**src/rtl/dmem_arbiter.sv**
```systemverilog
// Data memory arbiter: shares one dmem port between the CPU and a host port.
// Optional performance counters are enabled with DMEM_ARB_PERF_EN.
module dmem_arbiter #(
    parameter int ADDR_WIDTH   = 11,
    parameter int STARVE_LIMIT = 4
) (
    input  logic                  clk,
    input  logic                  reset_n,
    input  logic                  cpu_req,
    input  logic                  cpu_we,
    input  logic [31:0]           cpu_addr,
    input  logic [3:0]            cpu_be,
    input  logic [31:0]           cpu_wdata,
    output logic                  cpu_gnt,
    output logic                  cpu_stall,
    output logic                  cpu_rvalid,
    output logic [31:0]           cpu_rdata,
    input  logic                  host_req,
    input  logic                  host_we,
    input  logic [31:0]           host_addr,
    input  logic [3:0]            host_be,
    input  logic [31:0]           host_wdata,
    output logic                  host_gnt,
    output logic                  host_rvalid,
    output logic [31:0]           host_rdata,
    output logic                  mem_en,
    output logic                  mem_we,
    output logic [ADDR_WIDTH-1:0] mem_addr,
    output logic [3:0]            mem_be,
    output logic [31:0]           mem_wdata,
    input  logic [31:0]           mem_rdata,
    output logic                  misalign_err
`ifdef DMEM_ARB_PERF_EN
    ,
    output logic [31:0]           perf_conflicts,
    output logic [31:0]           perf_cpu_stalls
`endif
);

    localparam int CW = $clog2(STARVE_LIMIT + 1);

    typedef enum logic {
        PRI_CPU  = 1'b0,
        PRI_HOST = 1'b1
    } state_e;

    typedef enum logic [1:0] {
        OWN_NONE = 2'd0,
        OWN_CPU  = 2'd1,
        OWN_HOST = 2'd2
    } owner_e;

    state_e        state_q, state_d;
    logic [CW-1:0] starve_cnt_q, starve_cnt_d;
    owner_e        rd_owner_q, rd_owner_d;
    logic          misalign_q, misalign_d;
    logic          unused_addr_bits;

    assign unused_addr_bits = ^{cpu_addr[31:ADDR_WIDTH+2],
                                host_addr[31:ADDR_WIDTH+2]};

    // Priority state register
    always_ff @(posedge clk or negedge reset_n) begin
        if (!reset_n) state_q <= PRI_CPU;
        else          state_q <= state_d;
    end

    // Hand priority to the host once it has waited long enough
    always_comb begin
        state_d = state_q;
        unique case (state_q)
            PRI_CPU:  if (starve_cnt_d == CW'(STARVE_LIMIT)) state_d = PRI_HOST;
            PRI_HOST: if (host_gnt) state_d = PRI_CPU;
        endcase
    end

    // Grants: lone requester always wins, conflicts follow priority state
    always_comb begin
        cpu_gnt  = 1'b0;
        host_gnt = 1'b0;
        if (reset_n) begin
            unique case (state_q)
                PRI_CPU: begin
                    cpu_gnt  = cpu_req;
                    host_gnt = host_req & ~cpu_req;
                end
                PRI_HOST: begin
                    host_gnt = host_req;
                    cpu_gnt  = cpu_req & ~host_req;
                end
            endcase
        end
    end

    assign cpu_stall = cpu_req & ~cpu_gnt;

    // Steer the granted requester onto the memory port
    always_comb begin
        mem_en    = cpu_gnt | host_gnt;
        mem_we    = 1'b0;
        mem_addr  = '0;
        mem_be    = 4'b0;
        mem_wdata = 32'b0;
        if (cpu_gnt) begin
            mem_we    = cpu_we;
            mem_addr  = cpu_addr[ADDR_WIDTH+1:2];
            mem_be    = cpu_be;
            mem_wdata = cpu_wdata;
        end else if (host_gnt) begin
            mem_we    = host_we;
            mem_addr  = host_addr[ADDR_WIDTH+1:2];
            mem_be    = host_be;
            mem_wdata = host_wdata;
        end
    end

    // Next values for starvation count, read owner and sticky misalign flag
    always_comb begin
        starve_cnt_d = starve_cnt_q;
        if (host_gnt || !host_req)
            starve_cnt_d = '0;
        else if (starve_cnt_q != CW'(STARVE_LIMIT))
            starve_cnt_d = starve_cnt_q + 1'b1;

        rd_owner_d = OWN_NONE;
        if (cpu_gnt && !cpu_we)
            rd_owner_d = OWN_CPU;
        else if (host_gnt && !host_we)
            rd_owner_d = OWN_HOST;

        misalign_d = misalign_q
                   | (cpu_gnt  & (|cpu_addr[1:0]))
                   | (host_gnt & (|host_addr[1:0]));
    end

    // Arbitration bookkeeping registers
    always_ff @(posedge clk or negedge reset_n) begin
        if (!reset_n) begin
            starve_cnt_q <= '0;
            rd_owner_q   <= OWN_NONE;
            misalign_q   <= 1'b0;
        end else begin
            starve_cnt_q <= starve_cnt_d;
            rd_owner_q   <= rd_owner_d;
            misalign_q   <= misalign_d;
        end
    end

    // Return read data only to the requester that issued the load
    always_comb begin
        cpu_rvalid  = (rd_owner_q == OWN_CPU);
        host_rvalid = (rd_owner_q == OWN_HOST);
        cpu_rdata   = cpu_rvalid  ? mem_rdata : 32'b0;
        host_rdata  = host_rvalid ? mem_rdata : 32'b0;
    end

    assign misalign_err = misalign_q;

`ifdef DMEM_ARB_PERF_EN
    logic [31:0] perf_conflicts_q, perf_conflicts_d;
    logic [31:0] perf_cpu_stalls_q, perf_cpu_stalls_d;

    // Free-running event counters, wrap naturally
    always_comb begin
        perf_conflicts_d  = perf_conflicts_q  + {31'b0, cpu_req & host_req};
        perf_cpu_stalls_d = perf_cpu_stalls_q + {31'b0, cpu_stall};
    end

    // Counter registers
    always_ff @(posedge clk or negedge reset_n) begin
        if (!reset_n) begin
            perf_conflicts_q  <= 32'b0;
            perf_cpu_stalls_q <= 32'b0;
        end else begin
            perf_conflicts_q  <= perf_conflicts_d;
            perf_cpu_stalls_q <= perf_cpu_stalls_d;
        end
    end

    assign perf_conflicts  = perf_conflicts_q;
    assign perf_cpu_stalls = perf_cpu_stalls_q;
`endif

endmodule
```
**config.mk**
```make
export PLATFORM = sky130hd
export DESIGN_NAME = dmem_arbiter
export DESIGN_NICKNAME = d
export VERILOG_FILES = /design/src/rtl/dmem_arbiter.sv
export SDC_FILE = /design/constraint.sdc
export NUM_CORES = 1
export LEC_CHECK = 0
export CAP_MARGIN = 20
export CORE_AREA = 2 2 113 115
export CTS_CLUSTER_SIZE = 20
export DETAILED_ROUTE_END_ITERATION = 8
export DIE_AREA = 0 0 115 117
export HOLD_SLACK_MARGIN = 0.15
export PLACE_DENSITY_LB_ADDON = 0.1
export SYNTH_ARGS = -nofsm -noshare
export SYNTH_HDL_FRONTEND = slang
export SYNTH_SLANG_ARGS = --single-unit
```
**constraint.sdc**
```tcl
create_clock -name clk -period 1.59 [get_ports clk]
set_input_delay 0.318 -clock clk [delete_from_list [all_inputs] [get_ports clk]]
set_output_delay 0.318 -clock clk [all_outputs]
set_load 0.01 [all_outputs]
```
* After elaboration in Yosys (flattened, before gate mapping)
Cells that the tools add are included.
** Storage, ports and cells
- Register bits :: 7
- Input bits :: 174
- Word-level logic and storage cells :: 50
** Operators by class
- Add/subtract/negate cells :: 1
- Eq/ne operators :: 4
- Muxes and demuxes :: 21
- Bitwise gates (word level) :: 12
- Reduce and logical (&&, ||, !) cells :: 8
** Operator list (number)
- 32-bit two-way mux :: 4
- 11-bit two-way mux :: 2
- 4-bit two-way mux :: 2
- 1-bit two-way mux :: 6
- 3-bit two-way mux :: 2
- 1-bit case mux with 2 select lines :: 3
- 1-bit bitwise AND :: 5
- 2-bit two-way mux :: 2
- 1-bit inverter :: 4
- 2-bit OR reduction :: 2
- 3-bit by 1-bit adder with 3-bit output, second input constant :: 1
- 3-bit == test, second input constant :: 1
- 1-bit logical NOT :: 3
- 3-bit inequality test, second input constant :: 1
- 1-bit bitwise OR :: 3
- 2-bit by 1-bit == test with 1-bit output, second input constant :: 1
- 2-bit == test, second input constant :: 1
- 1-bit logical AND :: 2
- 1-bit logical OR :: 1

* Depth between registers and ports, before layout
Gate-level depths: netlist of run 1.
- Word-level depth :: 9
- Mapped depth :: 5
- Depth with buffers taken out :: 5

* Worst setup path before layout of run 1
OpenSTA, ideal clock, no wires.
- Kind :: register to output
- Start point :: register state_q
- End point :: output mem_addr[0]
- Arrival :: 1.147 ns
- Slack :: 0.125 ns
- Stages on the path, launching flop included :: 6
- Cells stage by stage :: dfrtp_1 > nand2b_4 > nor2b_4 > buf_6 > buf_4 > a22o_1
** On the way
- Cells in the longest elaborated chain, start to end :: 5
- Elaborated cells between the ends (all ways) :: 7
** Ends and longest elaborated chain
- start, declared :: line 53 : state_e state_q, state_d;
- start signal, assigned :: line 65 : else state_q <= state_d;
- 1-bit inverter
- 1-bit case mux with 2 select lines :: line 82 : unique case (state_q)
- 1-bit two-way mux :: line 81 : if (reset_n) begin
- 11-bit two-way mux :: line 109 : end else if (host_gnt) begin
- 11-bit two-way mux (*) :: line 104 : if (cpu_gnt) begin
- end, declared :: line 28 : output logic [ADDR_WIDTH-1:0] mem_addr,
Mark *: on every way between the ends. The rest lies on a longest branch, timed or not.

* Worst setup path in the final report of run 1
- Start point :: register state_q
- End point :: output mem_wdata[7]
** On the way
- Cells in the longest elaborated chain, start to end :: 5
- Elaborated cells between the ends (all ways) :: 7
** Ends and longest elaborated chain
- 1-bit inverter
- 1-bit case mux with 2 select lines :: line 82
- 1-bit two-way mux :: line 81
- 32-bit two-way mux :: line 109
- 32-bit two-way mux (*) :: line 104
- end, declared :: line 30 : output logic [31:0] mem_wdata,
Marks and branches as above.

==> results of run 1 <==
critical path: stages, from the launching register on:
cell and delay (ps):
dfrtp_2 430, nand2b_4 150, nor2b_4 140, buf_12 140
buf_12 130, a22o_1 210, buf_2 150
cells by family (layout without fill, tap and decap cells):
group,Yosys count,in the layout,share of synthesized area (%)
XOR/XNOR,1,1,0.6562
flip-flops,7,7,13.12
AND/OR/NAND/NOR,82,82,38.80
adder cells (fa/ha/maj),2,2,1.874
AO/OA/AOI/OAI,53,53,36.27
buffers and inverters,20,308,9.278
power groups by stage:
stage	registers, mW	logic, mW	clock network [mW]
after CTS	0.194	0.931	0.441
after global routing	0.195	1.08	0.454
after global placement	0.195	0.915	0
after floorplan	0.194	0.266	0
after detailed placement	0.195	0.915	0
final	0.194	1.02	0.433
per-stage QoR:
| step | util [%] | cell area [sq um] | hold slack, ps | worst slack, ps |
|---|---|---|---|---|
| 2_1_floorplan | - | 1335 | 22.41 | 124.5 |
| 3_3_place_gp | 33.53 | 4128 | 491.8 | -879.3 |
| 3_5_place_dp | 33.53 | 4128 | 494.2 | -890.7 |
| 4_1_cts | 34.03 | 4190 | 210.1 | -389.3 |
| 5_1_grt | 37.47 | 4613 | 219.6 | -338.1 |
| 6_report | 37.47 | 4613 | 175.0 | -304.7 |
final cells by class:
class,count,share of cell area (%)
multi-input cells,138,25.01
clock buffers,4,1.709
inverters,3,0.2441
flip-flops and latches,7,3.824
repair buffers,301,65.15
well taps,150,4.068
flip-flops by register name (all words and copies together), names as in the netlist:
| name | cells |
|---|---|
| misalign_err | 1 |
| state_q | 1 |
| rd_owner_q | 2 |
| starve_cnt_q | 3 |
worst max-delay path by stage:
| stage | startpoint | endpoint | slack, ps | depth (start not counted) |
|---|---|---|---|---|
| floorplan | state_q | mem_addr[0] | 120 | 5 |
| CTS | rd_owner_q[1] | host_rdata[8] | -390 | 4 |
| global route | state_q | mem_wdata[19] | -340 | 6 |
| detailed placement | cpu_req | mem_wdata[19] | -890 | 6 |
| finish | state_q | mem_wdata[7] | -300 | 6 |
| global placement | cpu_req | mem_wdata[19] | -880 | 6 |
layout by cell type (no fill, tap or decap), types with 2 or more instances in the layout:
| cell type | n |
|---|---|
| a22o_1 | 48 |
| dfrtp_1 | 6 |
| buf_6 | 63 |
| inv_1 | 3 |
| or2_2 | 2 |
| and2_1 | 26 |
| nor2b_4 | 3 |
| clkbuf_16 | 9 |
| buf_2 | 45 |
| nand2_1 | 4 |
| ha_1 | 2 |
| buf_8 | 4 |
| clkdlybuf4s15_1 | 2 |
| and2_4 | 38 |
| buf_16 | 5 |
| clkdlybuf4s50_1 | 133 |
| buf_4 | 13 |
| nor2b_1 | 2 |
| clkbuf_2 | 21 |
| buf_12 | 8 |
| nor2_1 | 2 |
cell usage after synthesis (all sizes together):
| cell type | instances |
|---|---|
| and2 | 64 |
| a22o | 48 |
| buf | 11 |
| dfrtp | 7 |
| clkbuf | 6 |
| nor2b | 5 |
| nand2 | 4 |
| inv | 3 |
| ha | 2 |
| nor2 | 2 |
| or2 | 2 |
| a2111oi | 1 |
| a21oi | 1 |
| a221o | 1 |
| a32o | 1 |
| and2b | 1 |
| and3 | 1 |
| and3b | 1 |
| nand2b | 1 |
| nor3b | 1 |
| o21a | 1 |
| xnor2 | 1 |
layer usage:
layer | up-vias | wire length (um)
met5 | - | 0
met4 | 0 | 194
met3 | 11 | 1096
met2 | 172 | 5580
met1 | 1083 | 3278
li1 | 1171 | -
what timing repair did:
item | in CTS | in global routing
setup buffers | 7 | 14
gates cloned | 6 | 7
endpoints found under the setup margin | 118 | 115
resized for setup | 353 | 204
pin swaps | 0 | 42
==> flow_metrics.py, run 1 <==
metrics = {
    "synthesis": {
        "ys_seq_elements": 7,
        "postSynthAreaPerCell_sq_um": 8.091,
        "postSynthCellCount": 165,
        "syn_area_sq_um": 1335,
        "yosys_warnings": 0,
        "yosys-top-cells-area": "a22o_1, and2_1, dfrtp_1",
        "synth_top_area_cell": "a22o_1",
        "synth_cell_types": 24,
        "yosysSeqAreaShare_pct": 13.12,
        "yosysTopAreaCellShare_pct": 31.49,
        "syn-num-nets": 341,
    },
    "setup_path": {
        "worstReg2RegEnd": "misalign_err",
        "crit_arrival_ps": 1580,
        "timing.critical_path.fanout_max": 8,
        "cp-end-kind": "primary output",
        "reg2reg_slack_ps": 30,
        "criticalPathCategory": "flip-flop to primary output",
        "rr_startpoint": "state_q",
        "startpoint_type": "flip-flop",
        "reg2regPathDepth": 6,
        "required_ps": 1270,
    },
    "sta": {
        "finalHoldViolations": 0,
        "clock.fmax_ghz": 0.5278,
        "setup-tns-final_ps": -16580,
        "report.final.slew_viol_count": 0,
        "worstMarginPinSlew_ps": 288.4,
        "fin_ws_ps": -304.7,
        "post-route-min-period_ps": 1895,
        "max_slew_margin_pct": 80.77,
        "skew_ps": 1.837,
        "rsz0062_at_grt": "yes",
        "finalCritPeriodShare_pct": 119.2,
        "setup_viol": 105,
    },
    "layout": {
        "nNetsFinal": 630,
        "areaGrowthSynthToFinish_pct": 245.5,
        "multi_input_area_sq_um": 1154,
        "nFillCells": 1275,
        "diodes": 0,
        "ff_latch_area_sq_um": 176.4,
        "drive_above_1_share_pct": 47.46,
        "final_cells": 603,
    },
    "grt": {
        "grt_usage_pct": 11.73,
        "use_met2_pct": 23.53,
        "grt_pass1_vias": 2209,
        "use_met1_pct": 11.03,
        "antenna_found_initial": 0,
        "overflow": 0,
        "use_met3_pct": 3.811,
        "grt_pass1_wl_um": 12040,
        "grt_max_degree": 34,
        "busiest_layer": "met2",
    },
    "clocking": {
        "cts_tree": "built",
        "clock-sinks": 7,
        "clockBufferDepth": 2,
        "numCtsBuffers": 3,
        "htreeDepth": 1,
        "clkSlewWorstSetupHoldPaths_ps": 40,
        "clockRootBuffer": "clkbuf_16",
        "clk_latency_ps": 230,
        "hold_buffers": 0,
    },
    "power_and_ir_drop": {
        "leakage_nw": 2.173,
        "combPwrFrac_pct": 61.8,
        "p_int_mw": 1.192,
        "ir_drop_mv": 0.1802,
        "seqPwrFrac_pct": 11.8,
        "pwr-share-clk_pct": 26.3,
        "finalPower_mw": 1.643,
        "swShare_pct": 27.41,
        "p_sw_mw": 0.4502,
        "p_per_area_nw_per_um2": 356.1,
    },
    "route": {
        "drcViolationCount": 0,
        "num_vias": 2437,
        "antenna_left": 0,
        "first_pass_iters": 4,
        "viasPerCell": 4.041,
        "routed_wl_um": 10150,
        "drt-initial-drc-count": 56,
        "wire_per_inst_um": 16.83,
    },
    "placed_design": {
        "io_buffer_count": 254,
        "gp_congestion": 0.6909,
        "hpwl_um": 6969,
        "placed_cells": 566,
    },
    "run_status": {
        "outcome": "complete, but fails checks",
        "failed_checks": "negative setup slack",
    },
    "die": {
        "coreArea_sq_um": 12310,
        "die_area_sq_um": 13460,
        "die_x_um": 115,
        "initial_utilization_pct": 10.84,
        "io_pins": 293,
        "floorplan.rows": 41,
        "die_y_um": 117,
    },
    "min_path": {
        "hp-class": "input pin to asynchronous set/reset pin",
    },
    "flow_run": {
        "maxCapViolations": 0,
    },
}
No activity file was read; power rests on OpenSTA's default activity.
==> inputs of run 2 (changes only) <==
--- a/config.mk
+++ b/config.mk
@@ -10,7 +10,6 @@
 export CTS_CLUSTER_SIZE = 20
 export DETAILED_ROUTE_END_ITERATION = 8
 export DIE_AREA = 0 0 115 117
-export HOLD_SLACK_MARGIN = 0.15
 export PLACE_DENSITY_LB_ADDON = 0.1
 export SYNTH_ARGS = -nofsm -noshare
 export SYNTH_HDL_FRONTEND = slang
==> constraint.sdc (replaced) <==
create_clock -name clk -period 1.55 [get_ports clk]
set_input_delay 0.31 -clock clk [delete_from_list [all_inputs] [get_ports clk]]
set_output_delay 0.31 -clock clk [all_outputs]
set_load 0.01 [all_outputs]
==> run 2 against run 1 <==
Effect of this change:
- the flow still finishes with violations (negative setup slack)
- clock power decreased by 0.9%
- critical path depth increased by 1
- clock-buffer cell count unchanged
- non-clock buffer count increased by 18
- flip-flop and latch count unchanged
- die area unchanged
- worst setup slack got worse by 67 ps
- global-route usage about the same
- sequential share of layout area decreased by 0.11 points
- via count increased by 3.0%
- register-to-register slack improved by 30 ps
- largest cell class unchanged
- largest power group unchanged
==> flow_metrics.py, run 2 (same netlist as run 1, synthesis figures left out) <==
metrics = {
    "route": {
        "wire_per_inst_um": 16.28,
        "first_pass_iters": 3,
        "drcViolationCount": 0,
        "drt-initial-drc-count": 40,
        "viasPerCell": 4.040,
        "num_vias": 2509,
        "routed_wl_um": 10110,
        "antenna_left": 0,
    },
    "die": {
        "coreArea_sq_um": 12310,
        "die_y_um": 117,
        "io_pins": 293,
        "initial_utilization_pct": 10.84,
        "floorplan.rows": 41,
        "die_x_um": 115,
        "die_area_sq_um": 13460,
    },
    "sta": {
        "fin_ws_ps": -372.1,
        "finalCritPeriodShare_pct": 124.0,
        "whs_ps": 221.7,
        "rsz0062_at_grt": "yes",
        "report.final.slew_viol_count": 0,
        "skew_ps": 2.469,
        "worstMarginPinSlew_ps": 274.1,
        "max_slew_margin_pct": 81.72,
        "setup-tns-final_ps": -26950,
        "post-route-min-period_ps": 1922,
        "setup_viol": 117,
        "finalHoldViolations": 0,
        "clock.fmax_ghz": 0.5203,
    },
    "layout": {
        "areaGrowthSynthToFinish_pct": 256.2,
        "nFillCells": 1253,
        "largest_reg_flops": 3,
        "most-common-layout-cells": "clkdlybuf4s50_1, buf_6, buf_2",
        "reg_top3": "starve_cnt_q (3), rd_owner_q (2)",
        "top_register": "starve_cnt_q",
        "nNetsFinal": 648,
        "final_common_cell": "clkdlybuf4s50_1",
        "drive_above_1_share_pct": 48.41,
        "final_cells": 621,
        "diodes": 0,
    },
    "clocking": {
        "numCtsBuffers": 3,
        "hold_buffers": 0,
        "clock-sinks": 7,
        "clk_latency_ps": 230,
        "clockRootBuffer": "clkbuf_16",
        "htreeDepth": 1,
        "clkSlewWorstSetupHoldPaths_ps": 40,
        "clockBufferDepth": 2,
        "cts_tree": "built",
    },
    "setup_path": {
        "cp-end-kind": "primary output",
        "worst_path_most_repeated_cell": "buf_6",
        "timing.critical_path.fanout_max": 6,
        "required_ps": 1240,
        "slowest_stage": "dfrtp_2",
        "criticalPathCategory": "flip-flop to primary output",
        "crit_arrival_ps": 1610,
        "cp_cell_sequence": "nand2b_4 -> nor2b_4 -> buf_12 -> buf_6 -> buf_6 -> a22o_1 -> buf_6",
        "max_stage_delay_ps": 420,
        "startpoint_type": "flip-flop",
    },
    "run_status": {
        "failed_checks": "negative setup slack",
        "outcome": "complete, but fails checks",
    },
    "flow_run": {
        "maxCapViolations": 0,
    },
    "grt": {
        "grt_max_degree": 34,
        "overflow": 0,
        "antenna_found_initial": 0,
        "grt_usage_pct": 11.75,
        "grt_pass1_vias": 2194,
        "grt_pass1_wl_um": 12100,
    },
    "placed_design": {
        "io_buffer_count": 254,
        "hpwl_um": 6855,
        "placed_cells": 566,
        "pre_cts_ws_ps": -911.5,
        "gp_congestion": 0.6917,
    },
    "power_and_ir_drop": {
        "ir_drop_mv": 0.2499,
        "pwr-share-clk_pct": 25.3,
        "p_int_mw": 1.247,
        "combPwrFrac_pct": 63.0,
        "p_sw_mw": 0.4524,
        "seqPwrFrac_pct": 11.7,
        "leakage_nw": 2.271,
        "swShare_pct": 26.63,
        "p_per_area_nw_per_um2": 357.2,
    },
    "min_path": {
        "hp-class": "input pin to asynchronous set/reset pin",
    },
}
run 2: cell types whose count changed in the layout (fill, tap and decap cells not counted), moves of 2 or more:
| cell | change |
|---|---|
| and2_1 | +5 |
| and2_4 | -5 |
| buf_2 | +7 |
| buf_4 | +5 |
| buf_6 | +4 |
| buf_8 | +2 |
| dlygate4sd2_1 | +2 |
run 2: area by class of cell:
cell class,count,area (sq um),share of cell area (%)
Multi-Input combinational cell,138,1144,24.05
Clock buffer,4,78.83,1.657
Tap cell,150,187.7,3.946
Sequential cell,7,176.4,3.710
Timing Repair Buffer,319,3158,66.40
Inverter,3,11.26,0.2368
run 2: worst paths after layout:
kind | startpoint | endpoint | slack [ps] | depth (start not counted)
max reg2reg | state_q | misalign_err | 60 | 7
max | state_q | mem_wdata[29] | -370 | 7
min | reset_n | starve_cnt_q[2] | 220 | 2
min reg2reg | misalign_err | misalign_err | 510 | 1
min in group clk | misalign_err | misalign_err | 510 | 1
max in group asynchronous | reset_n | state_q | 1180 | 2
run 2: repair_timing:
action | CTS | global route
gates resized for setup | 352 | 211
cloned | 8 | 6
pin swaps | 9 | 36
endpoints found under the setup margin | 118 | 115
setup buffers | 22 | 25
run 2: power groups by stage:
stage | sequential (mW) | clock [mW] | combinational [mW]
after floorplan | 0.199 | 0 | 0.273
after global routing | 0.200 | 0.447 | 1.14
after CTS | 0.199 | 0.436 | 0.995
after global placement | 0.200 | 0 | 0.939
after detailed placement | 0.201 | 0 | 0.938
final | 0.199 | 0.429 | 1.07
run 2: critical path, delay by kind of cell (launching register included):
kind | cells | cell delay (ps)
flip-flops | 1 | 420
AO/OA/AOI/OAI | 1 | 180
AND/OR/NAND/NOR | 2 | 300
buffers and inverters | 4 | 480
run 2: metal layers:
| metal | wire length [um] | track usage (%) |
|---|---|---|
| met4 | 118 | 2.570 |
| met2 | 5778 | 25.41 |
| met1 | 3072 | 10.19 |
| met5 | 0 | 0 |
| met3 | 1141 | 3.913 |
run 2: metrics by stage:
stage	instance area (sq um)	utilization, %	power [mW]
6_report	4756	38.63	1.699
5_1_grt	4756	38.63	1.789
4_1_cts	4354	35.37	1.630
3_5_place_dp	4128	33.53	1.139
3_3_place_gp	4128	33.53	1.139
2_1_floorplan	1335	-	0.4719
==> inputs of run 3 (changes only) <==
--- a/config.mk
+++ b/config.mk
@@ -7,6 +7,7 @@
 export LEC_CHECK = 0
 export CAP_MARGIN = 20
 export CORE_AREA = 2 2 113 115
+export CTS_BUF_LIST = sky130_fd_sc_hd__clkbuf_16
 export CTS_CLUSTER_SIZE = 20
 export DETAILED_ROUTE_END_ITERATION = 8
 export DIE_AREA = 0 0 115 117
==> run 3 against run 2 <==
Effect of this change:
- the flow still finishes with violations (negative setup slack)
- fmax about the same
- sequential power about the same
- register-to-register slack about the same
- die area unchanged
- highest routed layer unchanged
==> flow_metrics.py, run 3 (same netlist as run 1, synthesis figures left out) <==
metrics = {
    "run_status": {
        "outcome": "complete, but fails checks",
        "failed_checks": "negative setup slack",
    },
    "die": {
        "initial_utilization_pct": 10.84,
        "coreArea_sq_um": 12310,
        "die_x_um": 115,
        "die_area_sq_um": 13460,
        "io_pins": 293,
        "floorplan.rows": 41,
        "die_y_um": 117,
    },
    "power_and_ir_drop": {
        "ir_drop_mv": 0.2501,
        "leakage_nw": 2.306,
        "finalPower_mw": 1.714,
        "p_per_area_nw_per_um2": 351.6,
    },
    "setup_path": {
        "timing.critical_path.fanout_max": 6,
        "crit_arrival_ps": 1610,
        "required_ps": 1240,
        "slowest_stage": "dfrtp_2",
        "cp-end-kind": "primary output",
        "criticalPathCategory": "flip-flop to primary output",
        "path_buf_inv": 4,
        "reg2regPathDepth": 7,
        "max_stage_delay_ps": 420,
        "cp_cell_sequence": "nand2b_4 -> nor2b_4 -> buf_12 -> buf_6 -> buf_6 -> a22o_1 -> buf_6",
        "rr_startpoint": "state_q",
        "worstReg2RegEnd": "misalign_err",
        "crit_family": "buffers and inverters",
        "startpoint_type": "flip-flop",
        "reg2reg_slack_ps": 60,
        "worst_path_most_repeated_cell": "buf_6",
    },
    "sta": {
        "finalHoldViolations": 0,
        "rsz0062_at_grt": "yes",
        "fin_ws_ps": -371.7,
        "clock.fmax_ghz": 0.5204,
        "setup_viol": 117,
        "report.final.slew_viol_count": 0,
        "max_slew_margin_pct": 81.72,
        "post-route-min-period_ps": 1922,
        "skew_ps": 2.268,
        "finalCritPeriodShare_pct": 124.0,
        "worstMarginPinSlew_ps": 274.1,
    },
    "layout": {
        "largest_reg_flops": 3,
        "drive_above_1_share_pct": 51.17,
        "most-common-layout-cells": "clkdlybuf4s50_1, buf_6, a22o_1",
        "reg_top3": "starve_cnt_q (3), rd_owner_q (2)",
        "fin_util_pct": 39.59,
        "areaGrowthSynthToFinish_pct": 265.1,
        "top_register": "starve_cnt_q",
        "nNetsFinal": 648,
        "nFillCells": 1252,
        "final_common_cell": "clkdlybuf4s50_1",
        "diodes": 0,
    },
    "route": {
        "viasPerCell": 4.035,
        "drt-initial-drc-count": 46,
        "antenna_left": 0,
        "drcViolationCount": 0,
        "first_pass_iters": 4,
        "wire_per_inst_um": 16.20,
        "routed_wl_um": 10060,
        "num_vias": 2506,
    },
    "clocking": {
        "cts_tree": "built",
        "numCtsBuffers": 3,
        "hold_buffers": 0,
        "clockBufferDepth": 2,
        "clock-sinks": 7,
        "htreeDepth": 1,
        "clkSlewWorstSetupHoldPaths_ps": 40,
        "clk_latency_ps": 230,
        "clockRootBuffer": "clkbuf_16",
    },
    "placed_design": {
        "gp_congestion": 0.6917,
        "io_buffer_count": 254,
        "hpwl_um": 6855,
    },
    "grt": {
        "grt_pass1_vias": 2194,
        "antenna_found_initial": 0,
        "overflow": 0,
        "grt_usage_pct": 11.75,
        "grt_max_degree": 34,
        "grt_pass1_wl_um": 12100,
    },
    "flow_run": {
        "maxCapViolations": 0,
    },
    "min_path": {
        "hp-class": "input pin to asynchronous set/reset pin",
    },
}
[run 3: changes by cell type in the layout (fill, tap and decap cells not counted), moves of 4 or more]
cell | before | now
clkbuf_2 | 20 | 16
and2_4 | 33 | 46
buf_2 | 52 | 43
buf_4 | 18 | 14
buf_6 | 67 | 84
and2_1 | 31 | 18
[run 3: routing by layer]
layer	GRT usage, %	up-vias	wire length (um)
met5	0	-	0
met4	2.570	0	118
met3	3.913	6	1063
met2	25.41	165	5810
met1	10.19	1129	3070
li1	-	1206	-
[run 3: power breakdown]
group	switching [mW]	internal [mW]
Sequential	0.00695	0.192
Clock	0.0881	0.335
Combinational	0.362	0.730
[run 3: worst max-delay path by stage]
stage,cells after the start,startpoint,end,slack [ps]
final,7,state_q,mem_wdata[29],-370
after global routing,7,state_q,mem_wdata[27],-420
after CTS,7,state_q,mem_wdata[10],-420
after detailed placement,6,cpu_req,mem_wdata[19],-910
after global placement,6,cpu_req,mem_wdata[19],-910
after floorplan,5,state_q,mem_addr[0],90
[run 3: layout make-up]
cell class                      instances  area [sq um]  area share, %
Clock buffer                            3         75.07          1.540
Clock inverter                          1         3.754        0.07700
Inverter                                3         11.26         0.2310
Multi-Input combinational cell        138          1176          24.13
Sequential cell                         7         176.4          3.619
Tap cell                              150         187.7          3.850
Timing Repair Buffer                  319          3244          66.56
[run 3: what timing repair did]
action	4_1_cts	5_1_grt
gates resized for setup	356	243
hold endpoints to repair	0	0
setup endpoints to repair	118	117
cloned	8	6
setup buffers	22	25
pin swaps	9	50
[run 3: per-stage QoR]
stage | std cells | setup TNS, ps | hold slack [ps] | worst slack (ps) | cell area (sq um)
final | 621 | -25600 | 221.9 | -371.7 | 4875
after global routing | 621 | -30110 | 281.0 | -424.3 | 4875
after CTS | 598 | -31260 | 224.0 | -424.8 | 4349
after detailed placement | 566 | -56530 | 495.9 | -911.5 | 4128
after global placement | 566 | -56560 | 493.4 | -906.4 | 4128
after floorplan | 165 | 0 | 14.41 | 92.52 | 1335
